[config.mk]
export PLATFORM = sky130hd
export DESIGN_NAME = led_blink_arbiter
export DESIGN_NICKNAME = d
export VERILOG_FILES = /design/src/rtl/led_blink_arbiter.sv
export SDC_FILE = /design/constraint.sdc
export NUM_CORES = 1
export LEC_CHECK = 0
export ABC_AREA = 1
export BUFFER_PORTS_ARGS = -buffer_cell sky130_fd_sc_hd__buf_2
export CORE_AREA = 2 2 94 60
export CTS_CLUSTER_DIAMETER = 60
export DETAILED_ROUTE_END_ITERATION = 8
export DIE_AREA = 0 0 96 62
export GPL_ROUTABILITY_DRIVEN = 1
export HOLD_SLACK_MARGIN = 0.08
export PLACE_DENSITY = 0.82
export SKIP_LAST_GASP = 1
export SLEW_MARGIN = 20
export SYNTH_ARGS = -nofsm -noshare
export SYNTH_HDL_FRONTEND = slang
export SYNTH_SLANG_ARGS = --single-unit
[constraint.sdc]
create_clock -name clk -period 2.2 [get_ports clk]
set_clock_uncertainty 0.15 [all_clocks]
set_input_delay 0.33 -clock clk [delete_from_list [all_inputs] [get_ports clk]]
set_output_delay 0.33 -clock clk [all_outputs]
set_load 0.005 [all_outputs]
[src/rtl/led_blink_arbiter.sv]
// led_blink_arbiter
//
// This module shares one board LED among NUM_REQ status sources. Each source
// asks for a burst of blinks. The bursts are served in round-robin order so
// that two bursts never overlap. A dark gap follows every burst so that
// successive bursts stay visually distinct.
//
// Parameters
//   NUM_REQ   : number of requesters (2..8)
//   TICK_DIV  : clock cycles per LED half-period (>= 2)
//   GAP_TICKS : dark half-periods appended to each burst (>= 1)
//
// Ports
//   clk    in   system clock (48 MHz HF oscillator)
//   reset  in   synchronous, active-high reset
//   req    in   per-requester request level; hold it until done is seen
//   count  in   blink count per requester, nibble i = count[4i+3:4i], 0 = 16
//   grant  out  one-hot active grant, 0 when idle
//   busy   out  high during ON, OFF and GAP
//   done   out  one-cycle pulse when a burst and its gap complete normally
//   led    out  LED drive, active high
//
// All outputs are registered. They are computed from the next state, so they
// change on the same edge as the state register.
module led_blink_arbiter #(
  parameter int NUM_REQ   = 4,
  parameter int TICK_DIV  = 12_000_000,
  parameter int GAP_TICKS = 2
) (
  input  logic                 clk,
  input  logic                 reset,
  input  logic [NUM_REQ-1:0]   req,
  input  logic [4*NUM_REQ-1:0] count,
  output logic [NUM_REQ-1:0]   grant,
  output logic                 busy,
  output logic                 done,
  output logic                 led
);

  localparam int GAP_LEN = GAP_TICKS * TICK_DIV;
  localparam int CNT_W   = $clog2(GAP_LEN);
  localparam int PTR_W   = $clog2(NUM_REQ);

  localparam logic [CNT_W-1:0] TICK_LAST = CNT_W'(TICK_DIV - 1);
  localparam logic [CNT_W-1:0] GAP_LAST  = CNT_W'(GAP_LEN - 1);
  localparam logic [PTR_W-1:0] PTR_LAST  = PTR_W'(NUM_REQ - 1);

  typedef enum logic [1:0] {
    S_IDLE = 2'd0,
    S_ON   = 2'd1,
    S_OFF  = 2'd2,
    S_GAP  = 2'd3
  } state_t;

  state_t             state, state_d;
  logic [CNT_W-1:0]   cyc, cyc_d;
  logic [4:0]         blink_left, blink_left_d;
  logic [PTR_W-1:0]   rr_ptr, rr_ptr_d;
  logic [PTR_W-1:0]   gnt_idx, gnt_idx_d;
  logic [NUM_REQ-1:0] grant_d;
  logic               done_d;

  logic               req_found;
  logic [PTR_W-1:0]   req_sel;

  // A count nibble of 0 means a full burst of 16 blinks.
  function automatic logic [4:0] burst_len(input logic [3:0] nib);
    return (nib == 4'd0) ? 5'd16 : {1'b0, nib};
  endfunction

  // Round-robin successor. NUM_REQ need not be a power of two.
  function automatic logic [PTR_W-1:0] next_ptr(input logic [PTR_W-1:0] idx);
    return (idx == PTR_LAST) ? '0 : idx + PTR_W'(1);
  endfunction

  // Round-robin search. It finds the first set req bit at or above rr_ptr and
  // wraps around modulo NUM_REQ.
  always_comb begin
    int               idx;
    logic [PTR_W-1:0] cand;
    idx       = 0;
    cand      = '0;
    req_found = 1'b0;
    req_sel   = '0;
    for (int k = 0; k < NUM_REQ; k++) begin
      idx = int'(rr_ptr) + k;
      if (idx >= NUM_REQ) begin
        idx = idx - NUM_REQ;
      end
      cand = PTR_W'(idx);
      if (!req_found && req[cand]) begin
        req_found = 1'b1;
        req_sel   = cand;
      end
    end
  end

  // Next-state logic
  always_comb begin
    state_d      = state;
    cyc_d        = cyc;
    blink_left_d = blink_left;
    rr_ptr_d     = rr_ptr;
    gnt_idx_d    = gnt_idx;
    grant_d      = grant;
    done_d       = 1'b0;

    case (state)
      S_IDLE: begin
        // The done cycle is a dead cycle. It gives the finishing requester one
        // cycle to drop req before the next arbitration looks at it.
        if (!done && req_found) begin
          state_d      = S_ON;
          gnt_idx_d    = req_sel;
          grant_d      = NUM_REQ'(1) << req_sel;
          blink_left_d = burst_len(count[{req_sel, 2'b00} +: 4]);
          cyc_d        = '0;
        end
      end

      default: begin
        // A withdrawn request takes priority over any phase-end transition.
        if (!req[gnt_idx]) begin
          state_d      = S_IDLE;
          grant_d      = '0;
          cyc_d        = '0;
          blink_left_d = '0;
          rr_ptr_d     = next_ptr(gnt_idx);
        end else begin
          case (state)
            S_ON: begin
              if (cyc == TICK_LAST) begin
                state_d = S_OFF;
                cyc_d   = '0;
              end else begin
                cyc_d = cyc + CNT_W'(1);
              end
            end

            S_OFF: begin
              if (cyc == TICK_LAST) begin
                cyc_d        = '0;
                blink_left_d = blink_left - 5'd1;
                state_d      = (blink_left == 5'd1) ? S_GAP : S_ON;
              end else begin
                cyc_d = cyc + CNT_W'(1);
              end
            end

            S_GAP: begin
              if (cyc == GAP_LAST) begin
                state_d  = S_IDLE;
                cyc_d    = '0;
                grant_d  = '0;
                done_d   = 1'b1;
                rr_ptr_d = next_ptr(gnt_idx);
              end else begin
                cyc_d = cyc + CNT_W'(1);
              end
            end

            default: begin
              state_d = S_IDLE;
              grant_d = '0;
            end
          endcase
        end
      end
    endcase
  end

  // State and output registers
  always_ff @(posedge clk) begin
    if (reset) begin
      state      <= S_IDLE;
      cyc        <= '0;
      blink_left <= '0;
      rr_ptr     <= '0;
      gnt_idx    <= '0;
      grant      <= '0;
      busy       <= 1'b0;
      done       <= 1'b0;
      led        <= 1'b0;
    end else begin
      state      <= state_d;
      cyc        <= cyc_d;
      blink_left <= blink_left_d;
      rr_ptr     <= rr_ptr_d;
      gnt_idx    <= gnt_idx_d;
      grant      <= grant_d;
      busy       <= (state_d != S_IDLE);
      done       <= done_d;
      led        <= (state_d == S_ON);
    end
  end

endmodule
==> results.sh <==
export IMPL_slowest_stage="dfxtp_4"
export IMPL_max_slew_margin=0.7321
export IMPL_fin_crit_sh=1.025
export IMPL_path_clk_slew_ps=90
export IMPL_cp_num_buf_inv=3
export IMPL_rsz0062_at_grt="true"
export IMPL_hp_start="reset"
export IMPL_die_area_mm2=0.005952
export IMPL_gp_congestion=0.9559
export IMPL_slowest_delay_ps=370
export IMPL_grt_ovfl_total=0
export IMPL_ys_ff_latch=43
export IMPL_period_needed_ps=2255
export IMPL_hold_depth=2
export IMPL_start_util=0.5657
export IMPL_crit_cells=15
export IMPL_crit_required_ps=2250
export IMPL_r2r_cells=15
export IMPL_timing_final_ws_setup_ps=-54.91
export IMPL_dpl_hpwl_mm=6.123
export IMPL_crit_fanout=6
export IMPL_synth_flop_cell="dfxtp_1"
export IMPL_start_kind="register"
export IMPL_fmax_mhz=443.5
export IMPL_num_io_pins=29
export IMPL_antenna_found_initial=0
export IMPL_power_density_mw_per_mm2=740.7
export IMPL_viasPerCell=5.551
export IMPL_portBuffers=28
export IMPL_synth_area_per_cell_um2=6.529
export IMPL_dp_cells=565
export IMPL_clk_latency_ps=300
export IMPL_cts_max_path_buffers=2
export IMPL_reg2reg_slack_ps=-50
export IMPL_grt_max_degree=16
export IMPL_min_path_type="in2reg"
export IMPL_h_tree_depth=2
export IMPL_cp_startpoint="rr_ptr[0]"
export IMPL_yosys_warnings=0
export IMPL_drc=0
export IMPL_fin_cells=581
export IMPL_synth_area_mm2=0.002958
export IMPL_postCtsHoldBufs=0
export IMPL_critical_path_class="reg2reg"
export IMPL_drtAntennaViolNets=0
export IMPL_drv_slew=0
export IMPL_first_global_vias=2877
export IMPL_die_w_um=96
export IMPL_cp_arrival_ps=2310
export IMPL_hold_viol=0
export IMPL_crit_family="simple AND/OR/NAND/NOR gates"
export IMPL_syn_nets=484
export IMPL_peakVddDrop_mv=0.6334
export IMPL_setup_viol=2
export IMPL_syn_inst=453
export IMPL_path_cells="clkbuf_16 -> nand2_1 -> nand2_4 -> nand2_4 -> nand2_2 -> nor2_4 -> nand3_4 -> nand2_4 -> inv_4 -> nor2_8 -> buf_6 -> nor2_2 -> a31o_2 -> nand3_1 -> nor2_1"
export IMPL_p_total_mw=2.742
export IMPL_vias=3225
export IMPL_ys_seq_area_frac=0.2910
export IMPL_drive_gt1_frac=0.3008
export IMPL_chipHeight_um=62
export IMPL_async_reset_ff_frac=0
export IMPL_leakagePower_nw=1.562
export IMPL_core_area_mm2=0.005229
export IMPL_crit_path_frequent_cell="nand2_4"
export IMPL_track_usage=0.2868
export IMPL_worst_pin_slew_ps=397.7
export IMPL_drt_wl_total_mm=8.535
export IMPL_max_cap_violations=0
export IMPL_synth_edf_count=0
export IMPL_cts_tree="done"
export IMPL_drtPass1Iterations=5
export IMPL_final_nets=542
export IMPL_end_kind="register"
export IMPL_violations="negative setup slack"
export IMPL_cts_made_buffers=5
export IMPL_rows=21
export IMPL_final_common_cell="nand2_1"
export IMPL_drt_iter0_drc=230
export IMPL_num_antenna_cells=0
export IMPL_wl_per_cell_um=14.69
export IMPL_cts_root_buffer="clkbuf_8"
export IMPL_clock_sinks=43
export IMPL_layout_common_cells="nand2_1 (113), inv_1 (49), a21oi_1 (39)"
export IMPL_outcome="finished, violations left"
export IMPL_r2r_start="rr_ptr[0]"
export IMPL_area_growth_pct=25.13
export IMPL_yosysUniqueCellTypes=39
export IMPL_grt_pass1_wl_mm=13.32
-- metrics by stage --
stage	instance area [um^2]	util	hold slack, ps	worst slack (ps)	TNS, ps
2_1_floorplan	2958	-	249.1	187.7	0
3_3_place_gp	3301	0.6313	300.2	-1.772	-1.772
3_5_place_dp	3301	0.6313	307.9	-96.25	-328.2
4_1_cts	3423	0.6547	267.5	1.640	0
5_1_grt	3701	0.7078	277.4	-165.6	-1566
6_report	3701	0.7078	270.6	-54.91	-60.87
-- Yosys cell counts (9+ instances only) --
master   count  area share
nand2_1    124        0.16
inv_1       52       0.066
dfxtp_1     43        0.29
a21oi_1     40       0.068
nand3_1     32       0.054
nor2_1      32       0.041
o21ai_0     22       0.037
nand4_1     13       0.027
nand2_2     11       0.023
nor3_1      10       0.017
ha_1         9       0.038
-- layout make-up --
type | count | area (um^2)
clock buffer | 5 | 68.82
clock inverter | 3 | 23.77
fill | 437 | 1528
inverter | 58 | 236.5
multi-input combinational | 342 | 1972
sequential | 43 | 877.1
tap | 69 | 86.33
timing repair buffer | 61 | 436.7
-- per-layer routing --
| layer | track usage | part of all wire | up-vias |
|---|---|---|---|
| met2 | 0.4216 | 0.43 | 132 |
| li1 | - | - | 1620 |
| met1 | 0.4414 | 0.49 | 1462 |
| met3 | 0.05549 | 0.074 | 11 |
| met5 | 0 | 0 | - |
| met4 | 0.04286 | 0.0083 | 0 |
-- power breakdown --
group | internal [mW] | switching (mW) | total (mW) | leakage [nW]
Sequential | 0.861 | 0.0802 | 0.942 | 0.355
Clock | 0.228 | 0.315 | 0.542 | 0.0408
Combinational | 0.491 | 0.767 | 1.26 | 1.17
Total | 1.58 | 1.16 | 2.74 | 1.56
-- logic make-up (layout without fill, tap and decap cells) --
| kind of cell | Yosys count | in the layout | synth area share |
|---|---|---|---|
| adders and majority gates | 9 | 9 | 0.03807 |
| and+or+nand+nor | 251 | 251 | 0.4103 |
| AOI/OAI and AO/OA | 79 | 79 | 0.1455 |
| buffers and inverters | 68 | 127 | 0.1062 |
| xor gates and xnor gates | 3 | 3 | 0.008885 |
| DFF | 43 | 43 | 0.2910 |
-- timing repair --
item | 4_1_cts | 5_1_grt
buffers inserted | 2 | 5
cloned | 0 | 1
resized for setup | 4 | 64
endpoints found under the setup margin | 10 | 37
pin swaps | 0 | 14
-- final timing paths --
path,endpoint
hold reg to reg,grant[1]
hold / removal,grant[1]
setup reg to reg,cyc[7]
setup / recovery,cyc[7]
-- state kept, by name (all words and copies together) (netlist names), 2 cells and up --
name        count
rr_ptr          2
gnt_idx         2
grant           4
state           2
blink_left      5
cyc            25
No activity file was read; power rests on OpenSTA's default activity.
